$ cat src/rtl/selector_rr_arbiter.sv
// Round-robin arbiter driving a shared 32:1 selector (en/sel) with bounded per-grant hold.
// Define SELARB_FIXED_PRIO_EN to replace round-robin with fixed lowest-index-first priority.
module selector_rr_arbiter #(
  parameter int N_REQ    = 32,
  parameter int SEL_W    = 5,
  parameter int MAX_HOLD = 4
) (
  input  logic             clk,
  input  logic             rst,
  input  logic [N_REQ-1:0] req,
  input  logic             out_ready,
  output logic             en,
  output logic [SEL_W-1:0] sel,
  output logic [N_REQ-1:0] grant,
  output logic             xfer,
  output logic [3:0]       beat_cnt
);

  typedef enum logic {IDLE, GRANT} state_t;

  state_t           state_q, state_d;
  logic             en_q, en_d;
  logic [SEL_W-1:0] sel_q, sel_d;
  logic [N_REQ-1:0] grant_q, grant_d;
  logic [3:0]       beat_cnt_q, beat_cnt_d;

  logic             release_now;
  logic [SEL_W-1:0] search_base;
  logic [N_REQ-1:0] search_vec;
  logic [SEL_W-1:0] cand_off;
  logic [SEL_W-1:0] cand;
  logic             cand_vld;

  assign xfer = en_q & req[sel_q] & out_ready;

  // Release when the holder stops requesting, or on the beat that reaches the hold bound.
  assign release_now = (state_q == GRANT) &
                       (~req[sel_q] | (xfer & (beat_cnt_q == 4'(MAX_HOLD - 1))));

`ifdef SELARB_FIXED_PRIO_EN
  assign search_base = '0;
  assign search_vec  = req;
`else
  logic [SEL_W-1:0]   rr_ptr_q, rr_ptr_d;
  logic [2*N_REQ-1:0] req_dbl;

  // The pointer moves past the holder on release so the new search starts there this cycle.
  assign rr_ptr_d    = release_now ? (sel_q + SEL_W'(1)) : rr_ptr_q;
  assign search_base = rr_ptr_d;
  assign req_dbl     = {req, req};
  assign search_vec  = req_dbl[search_base +: N_REQ];
`endif

  always_comb begin
    cand_off = '0;
    for (int i = N_REQ - 1; i >= 0; i--) begin
      if (search_vec[i]) begin
        cand_off = SEL_W'(i);
      end
    end
  end

  assign cand_vld = |req;
  assign cand     = search_base + cand_off;

  always_comb begin
    state_d    = state_q;
    en_d       = en_q;
    sel_d      = sel_q;
    beat_cnt_d = beat_cnt_q;
    if ((state_q == IDLE) || release_now) begin
      if (cand_vld) begin
        state_d    = GRANT;
        en_d       = 1'b1;
        sel_d      = cand;
        beat_cnt_d = '0;
      end else begin
        state_d    = IDLE;
        en_d       = 1'b0;
        sel_d      = '0;
        beat_cnt_d = '0;
      end
    end else if (xfer) begin
      beat_cnt_d = beat_cnt_q + 4'd1;
    end
  end

  genvar gi;
  generate
    for (gi = 0; gi < N_REQ; gi++) begin : g_grant
      assign grant_d[gi] = en_d & (sel_d == SEL_W'(gi));
    end
  endgenerate

  always_ff @(posedge clk) begin
    if (rst) begin
      state_q    <= IDLE;
      en_q       <= 1'b0;
      sel_q      <= '0;
      grant_q    <= '0;
      beat_cnt_q <= '0;
`ifndef SELARB_FIXED_PRIO_EN
      rr_ptr_q   <= '0;
`endif
    end else begin
      state_q    <= state_d;
      en_q       <= en_d;
      sel_q      <= sel_d;
      grant_q    <= grant_d;
      beat_cnt_q <= beat_cnt_d;
`ifndef SELARB_FIXED_PRIO_EN
      rr_ptr_q   <= rr_ptr_d;
`endif
    end
  end

  assign en       = en_q;
  assign sel      = sel_q;
  assign grant    = grant_q;
  assign beat_cnt = beat_cnt_q;

endmodule

$ cat config.mk
export PLATFORM = sky130hd
export DESIGN_NAME = selector_rr_arbiter
export DESIGN_NICKNAME = d
export VERILOG_FILES = /design/src/rtl/selector_rr_arbiter.sv
export SDC_FILE = /design/constraint.sdc
export NUM_CORES = 1
export LEC_CHECK = 0
export ABC_AREA = 1
export BUFFER_PORTS_ARGS = -buffer_cell sky130_fd_sc_hd__buf_2
export CAP_MARGIN = 20
export CORE_MARGIN = 3
export CORE_UTILIZATION = 53
export CTS_CLUSTER_SIZE = 30
export DETAILED_ROUTE_END_ITERATION = 8
export GPL_TIMING_DRIVEN = 0
export MAX_ROUTING_LAYER = met4
export PLACE_DENSITY_LB_ADDON = 0.12
export SLEW_MARGIN = 20
export SYNTH_ARGS = -nofsm -noshare
export SYNTH_HDL_FRONTEND = slang
export SYNTH_SLANG_ARGS = --single-unit
$ cat constraint.sdc
create_clock -name clk -period 5.5 [get_ports clk]
set_input_delay 1.1 -clock clk [delete_from_list [all_inputs] [get_ports clk]]
set_output_delay 1.1 -clock clk [all_outputs]
set_load 0.02 [all_outputs]
# Word level (Yosys, flattened, before mapping)
# Cells that the tools add are included.
# classes
n_addsub	3
magnitude_cmp	1
eq_ne	32
n_shift	1
mux	39
bitwise_logic	39
reduce_logical	4
# op_table
cell	count
5-bit 2-to-1 mux	35
5-bit equality test, second input constant	16
64-bit by 6-bit variable part select with 32-bit output	1
5-bit by 4-bit equality test with 1-bit output, second input constant	8
1-bit AND	36
32-bit OR reduction	1
5-bit by 3-bit equality test with 1-bit output, second input constant	4
5-bit by 2-bit equality test with 1-bit output, second input constant	2
5-bit by 6-bit less-than comparator with 1-bit output, second input constant	1
5-bit by 1-bit adder with 5-bit output, second input constant	1
5-bit adder	1
1-bit binary-select mux with 5-bit select	1
5-bit by 1-bit equality test with 1-bit output, second input constant	1
5-bit logical NOT	1
4-bit by 1-bit adder with 4-bit output, second input constant	1
4-bit by 2-bit equality test with 1-bit output, second input constant	1
1-bit 2-to-1 mux	3
1-bit NOT	2
2-bit OR reduction	1
1-bit logical OR	1
1-bit OR	1
# word_totals
regBits	48
in_bits	35
out_inout_bits	43
word_cells	125

# Longest topological paths before layout
# depth
ltp_word	46
mapped_depth	64
depth_no_buf	62

# Worst setup path before layout
# No wires, ideal clock.
# synth_path
kind	input-to-reg
start	in req[30]
end	reg sel_q[4] (netlist: sel[4])
setup_ps	126
t_arrival_ps	5702
required_time_ps	5374
setup_slack_ps	-328
path_stages	56
n_path_buf	2
path_cell_list	inv_1 o21ai_0 nand2_1 nand3_1 nand3_1 nand2_2 nand2_4 nand2_4 nand2_4 nand2_4 buf_4 nand2_1 nand2_1 nand2_1 and2_1 o21a_1 o21a_1 nand2_1 [20 not listed] nand2_1 nand2_1 nand2_1 nand2_1 nand2_1 a21oi_1 ha_1 inv_1 fa_1 o21ai_0 a21oi_1 xor2_1 xor2_1 nand2_1 nand2_4 inv_4 buf_8 nor2_4
# synth_via
elab_chain_len	44
elab_cells_between_ends	47
cone_classes	1 x add/sub; 1 x shift; 37 x mux; 6 x bitwise; 2 x reduce/logical
# synth_rtl
element	line	text
from (decl)	10	input logic [N_REQ-1:0] req,
1-bit binary-select mux with 5-bit select	34, 38	
1-bit 2-to-1 mux (implied by the code)	34, 38	
1-bit AND (2 in series)	34	assign xfer = en_q & req[sel_q] & out_ready;
1-bit AND	38	(~req[sel_q] | (xfer & (beat_cnt_q == 4'(MAX_HOLD - 1))));
1-bit OR	38	
1-bit AND	37	assign release_now = (state_q == GRANT) &
5-bit 2-to-1 mux	48	assign rr_ptr_d = release_now ? (sel_q + SEL_W'(1)) : rr_ptr_q;
64-bit by 6-bit variable part select with 32-bit output	51	assign search_vec = req_dbl[search_base +: N_REQ];
5-bit 2-to-1 mux (32 in series)	57	if (search_vec[i]) begin
5-bit adder	64	assign cand = search_base + cand_off;
5-bit 2-to-1 mux	72	if (cand_vld) begin
5-bit 2-to-1 mux (*)	71	if ((state_q == IDLE) || release_now) begin
to (signal assigned)	108	sel_q <= sel_d;
to (decl)	23	logic [SEL_W-1:0] sel_q, sel_d;
# Mark *: on every way between the ends. The rest lies on a longest branch, timed or not. The select of a mux whose other input is x is not followed.
# A chain may end at the register's enable or synchronous reset.

# Worst setup path after layout
# layout_path
start	in req[21]
end	reg grant_q[2] (netlist: grant[2])
# layout_via
elab_chain_len	46
elab_cells_between_ends	51
cone_classes	1 x add/sub; 1 x eq/ne; 1 x shift; 39 x mux; 7 x bitwise; 2 x reduce/logical
# layout_rtl
element	line	text
1-bit binary-select mux with 5-bit select	34, 38	
1-bit 2-to-1 mux (implied by the code)	34, 38	
1-bit AND (2 in series)	34	
1-bit AND	38	
1-bit OR	38	
1-bit AND	37	
5-bit 2-to-1 mux	48	
64-bit by 6-bit variable part select with 32-bit output	51	
5-bit 2-to-1 mux (32 in series)	57	
5-bit adder	64	
5-bit 2-to-1 mux	72	
5-bit 2-to-1 mux	71	
5-bit by 2-bit equality test with 1-bit output	91	assign grant_d[gi] = en_d & (sel_d == SEL_W'(gi));
1-bit AND (*)	91	
to (signal assigned)	109	grant_q <= grant_d;
to (decl)	24	logic [N_REQ-1:0] grant_q, grant_d;
# Marked as above.

==> flow_summary.toml <==
[final_layout]
fillers = 706
multi_input_area_sq_um = 3935
nets = 1065
layout-drive-gt1-share_pct = 32.71
regArea_sq_um = 960.9
syn_to_final_growth_pct = 38.66
n_antenna_cell = 0
fin_area_sq_um = 6808

[clock_tree]
clk_path_buf_depth = 2
clkLatencyLatePin_ns = 0.31
cts_root_buffer = "clkbuf_8"
cts.sink_count = 48
cts_buffers = 5
cts_htree_levels = 2
holdBufCountCts = 0
cts_tree = "done"
clk_pin_slew_ns = 0.10

[grt]
grt_usage_pct = 36.57
grt_pass1_wl_microns = 29100
antenna_found_initial = 0
grt_pass1_vias = 6141
overflow = 0
grt_max_degree = 17

[worst_setup_path]
cp-end-kind = "flop"
r2r_setup_slack_ns = -0.71
crit_buf_inv = 7
crit_slowest_cell = "fa_2"
path_class = "in -> reg"
required_ns = 5.76
worstPathArrival_ns = 6.57
max_stage_delay_ns = 0.35
rr_worst_depth = 58
start_kind = "primary input"
critPathMaxFanout = 8
r2r-end = "grant[2]$_SDFF_PP0_"
crit_path_frequent_cell = "nand2_1"
rr_startpoint = "sel[0]$_SDFF_PP0_"
crit_family = "simple AND/OR/NAND/NOR gates"

[sta]
hold_ws_ns = 0.5131
fin_worst_skew_ns = 0.01716
fin_tns_setup_ns = -25.42
rsz0062_at_grt = "true"
fmax_ghz = 0.1586
slew_violations = 0
hold_violations = 0
worst_pin_slew_ns = 0.6375
fin_crit_sh_pct = 114.7
min_period_ns = 6.307
setup_ws_ns = -0.8066
setup_violations = 36
slew_headroom_pct = 57.05

[yosys]
synth-main-ff-cell = "dfxtp_1"
ys_seq_area_share_pct = 19.57
synth_most_common_cell = "nand2_1"
synth_area_sq_um = 4910
synthTopCellsByCount = "310 x nand2_1, 127 x nand3_1, 107 x inv_1, 55 x nor2_1, 48 x dfxtp_1"
syn_area_per_cell_sq_um = 5.567
syn_nets = 924
yosysTopAreaCell = "nand2_1"
synth_seq_cells = 48
synth.distinct_cells = 42
synth_top_area_share_pct = 23.70
netlist_instances = 882
synth_edf_count = 0
async_flop_share_pct = 0
synthMuxAreaShare_pct = 0.4077
synth_xor_area_share_pct = 1.427
synth_top_family_by_area = "simple AND/OR/NAND/NOR gates"
ys_top_cells_by_area = "nand2_1 24%, dfxtp_1 20%, nand3_1 13%, inv_1 8.2%, nor2_1 4.2%"
synth_compound_area_share_pct = 11.29
synth_warnings = 0
synth-simple-area-share_pct = 51.96
synthAdderAreaFrac_pct = 1.937

[route]
dr.pass1.iters = 6
vias = 6482
antenna_left = 0
wl_per_cell_microns = 16.83
drc = 0
via_per_inst = 5.726
routed_wl_microns = 19060
drt-initial-drc-count = 528

[worst_hold_path]
holdPathStages = 2
hp-start = "beat_cnt[1]$_SDFFE_PP0P_"
min_to = "beat_cnt[1]$_SDFFE_PP0P_"
worstHoldPathType = "reg -> reg"

[floorplanning]
die_h_microns = 102.2
row_count = 34
dieArea_sq_um = 10450
die_x_microns = 102.2
ios = 78
initial_core_util_pct = 55.49
core_area_sq_um = 8848

[place]
placed_cell_area_sq_um = 5518
pre_cts_ws_ns = -1.470
place_congestion = 1.021
io_buffers = 77
dp_hpwl_microns = 13230

[run_status]
outcome = "finished with violations"
violations = "negative setup slack"

[run]
drv_cap = 0
-- final cells by class --
cell class | count | area share [%]
flip-flops and latches | 48 | 14.12
multi-input cells | 684 | 57.80
inverters | 115 | 6.525
well taps | 108 | 1.985
clock buffers | 5 | 1.011
plain buffers | 36 | 4.705
repair buffers | 133 | 13.55
clock inverters | 3 | 0.3124
-- placed cells by master (no fill, tap or decap), types with 6 or more instances in the layout --
cell | netlist | final
nand2_8 | 0 | 7
inv_2 | 6 | 9
nand3_2 | 2 | 40
nor2_2 | 1 | 15
dfxtp_1 | 48 | 48
buf_2 | 11 | 81
nor3_1 | 9 | 6
nand2_2 | 5 | 23
buf_6 | 3 | 15
nand3_1 | 127 | 87
and2_1 | 13 | 12
buf_8 | 1 | 10
a21oi_1 | 15 | 12
xor2_1 | 6 | 6
nand2_1 | 310 | 285
o21ai_0 | 31 | 16
buf_4 | 11 | 51
nor2_4 | 11 | 15
o21a_1 | 9 | 9
nor4_1 | 10 | 10
nor2_1 | 55 | 37
nand2_4 | 6 | 7
o21ai_1 | 34 | 29
o21ai_2 | 3 | 19
inv_1 | 107 | 101
-- per-layer routing --
metal  routed length, microns  GRT usage (%)
met5                        0              -
met4                      866          15.34
met2                     9015          61.32
met1                     7391          43.61
met3                     1783          5.529
-- worst max-delay path by stage --
stage             from                    to  cells past startpoint
2_1_floorplan  req[13]  grant[20]$_SDFF_PP0_                     59
3_3_place_gp   req[28]   grant[6]$_SDFF_PP0_                     49
3_5_place_dp   req[29]   grant[6]$_SDFF_PP0_                     50
4_1_cts        req[20]  grant[30]$_SDFF_PP0_                     59
5_1_grt        req[21]   grant[2]$_SDFF_PP0_                     61
6_report       req[21]   grant[2]$_SDFF_PP0_                     59
-- tightest hold or removal path: stages, from the launching register on --
cell and delay (ns):
dfxtp_1 0.34, nand2_1 0.07, a21oi_1 0.06
-- timing repair --
action / 4_1_cts / 5_1_grt
gates resized for setup: 136 / 63
setup endpoints to repair: 37 / 37
gates cloned: 6 / 0
buffers inserted: 42 / 11
pin swaps: 38 / 20
-- sequential cells by signal, indices dropped and copies added (netlist names) --
signal and count:
beat_cnt 4, en 1, grant 32, rr_ptr_q 5
sel 5, state_q 1
-- kinds of logic after synthesis --
| logic type | Yosys count |
|---|---|
| AOI/OAI and AO/OA | 100 |
| buffers and inverters | 151 |
| xor gates and xnor gates | 8 |
| and+or+nand+nor | 566 |
| DFF | 48 |
| muxes | 2 |
| adders and majority gates | 7 |
-- metrics by stage --
step | util, % | instances
finish | 76.94 | 1132
global route | 76.94 | 1132
CTS | 73.77 | 1122
detailed placement | 62.36 | 1067
global placement | 62.36 | 1067
floorplan | - | 882
Power is not shown: default switching activity piles up to over one toggle a cycle in this logic, so the estimate is an artifact.
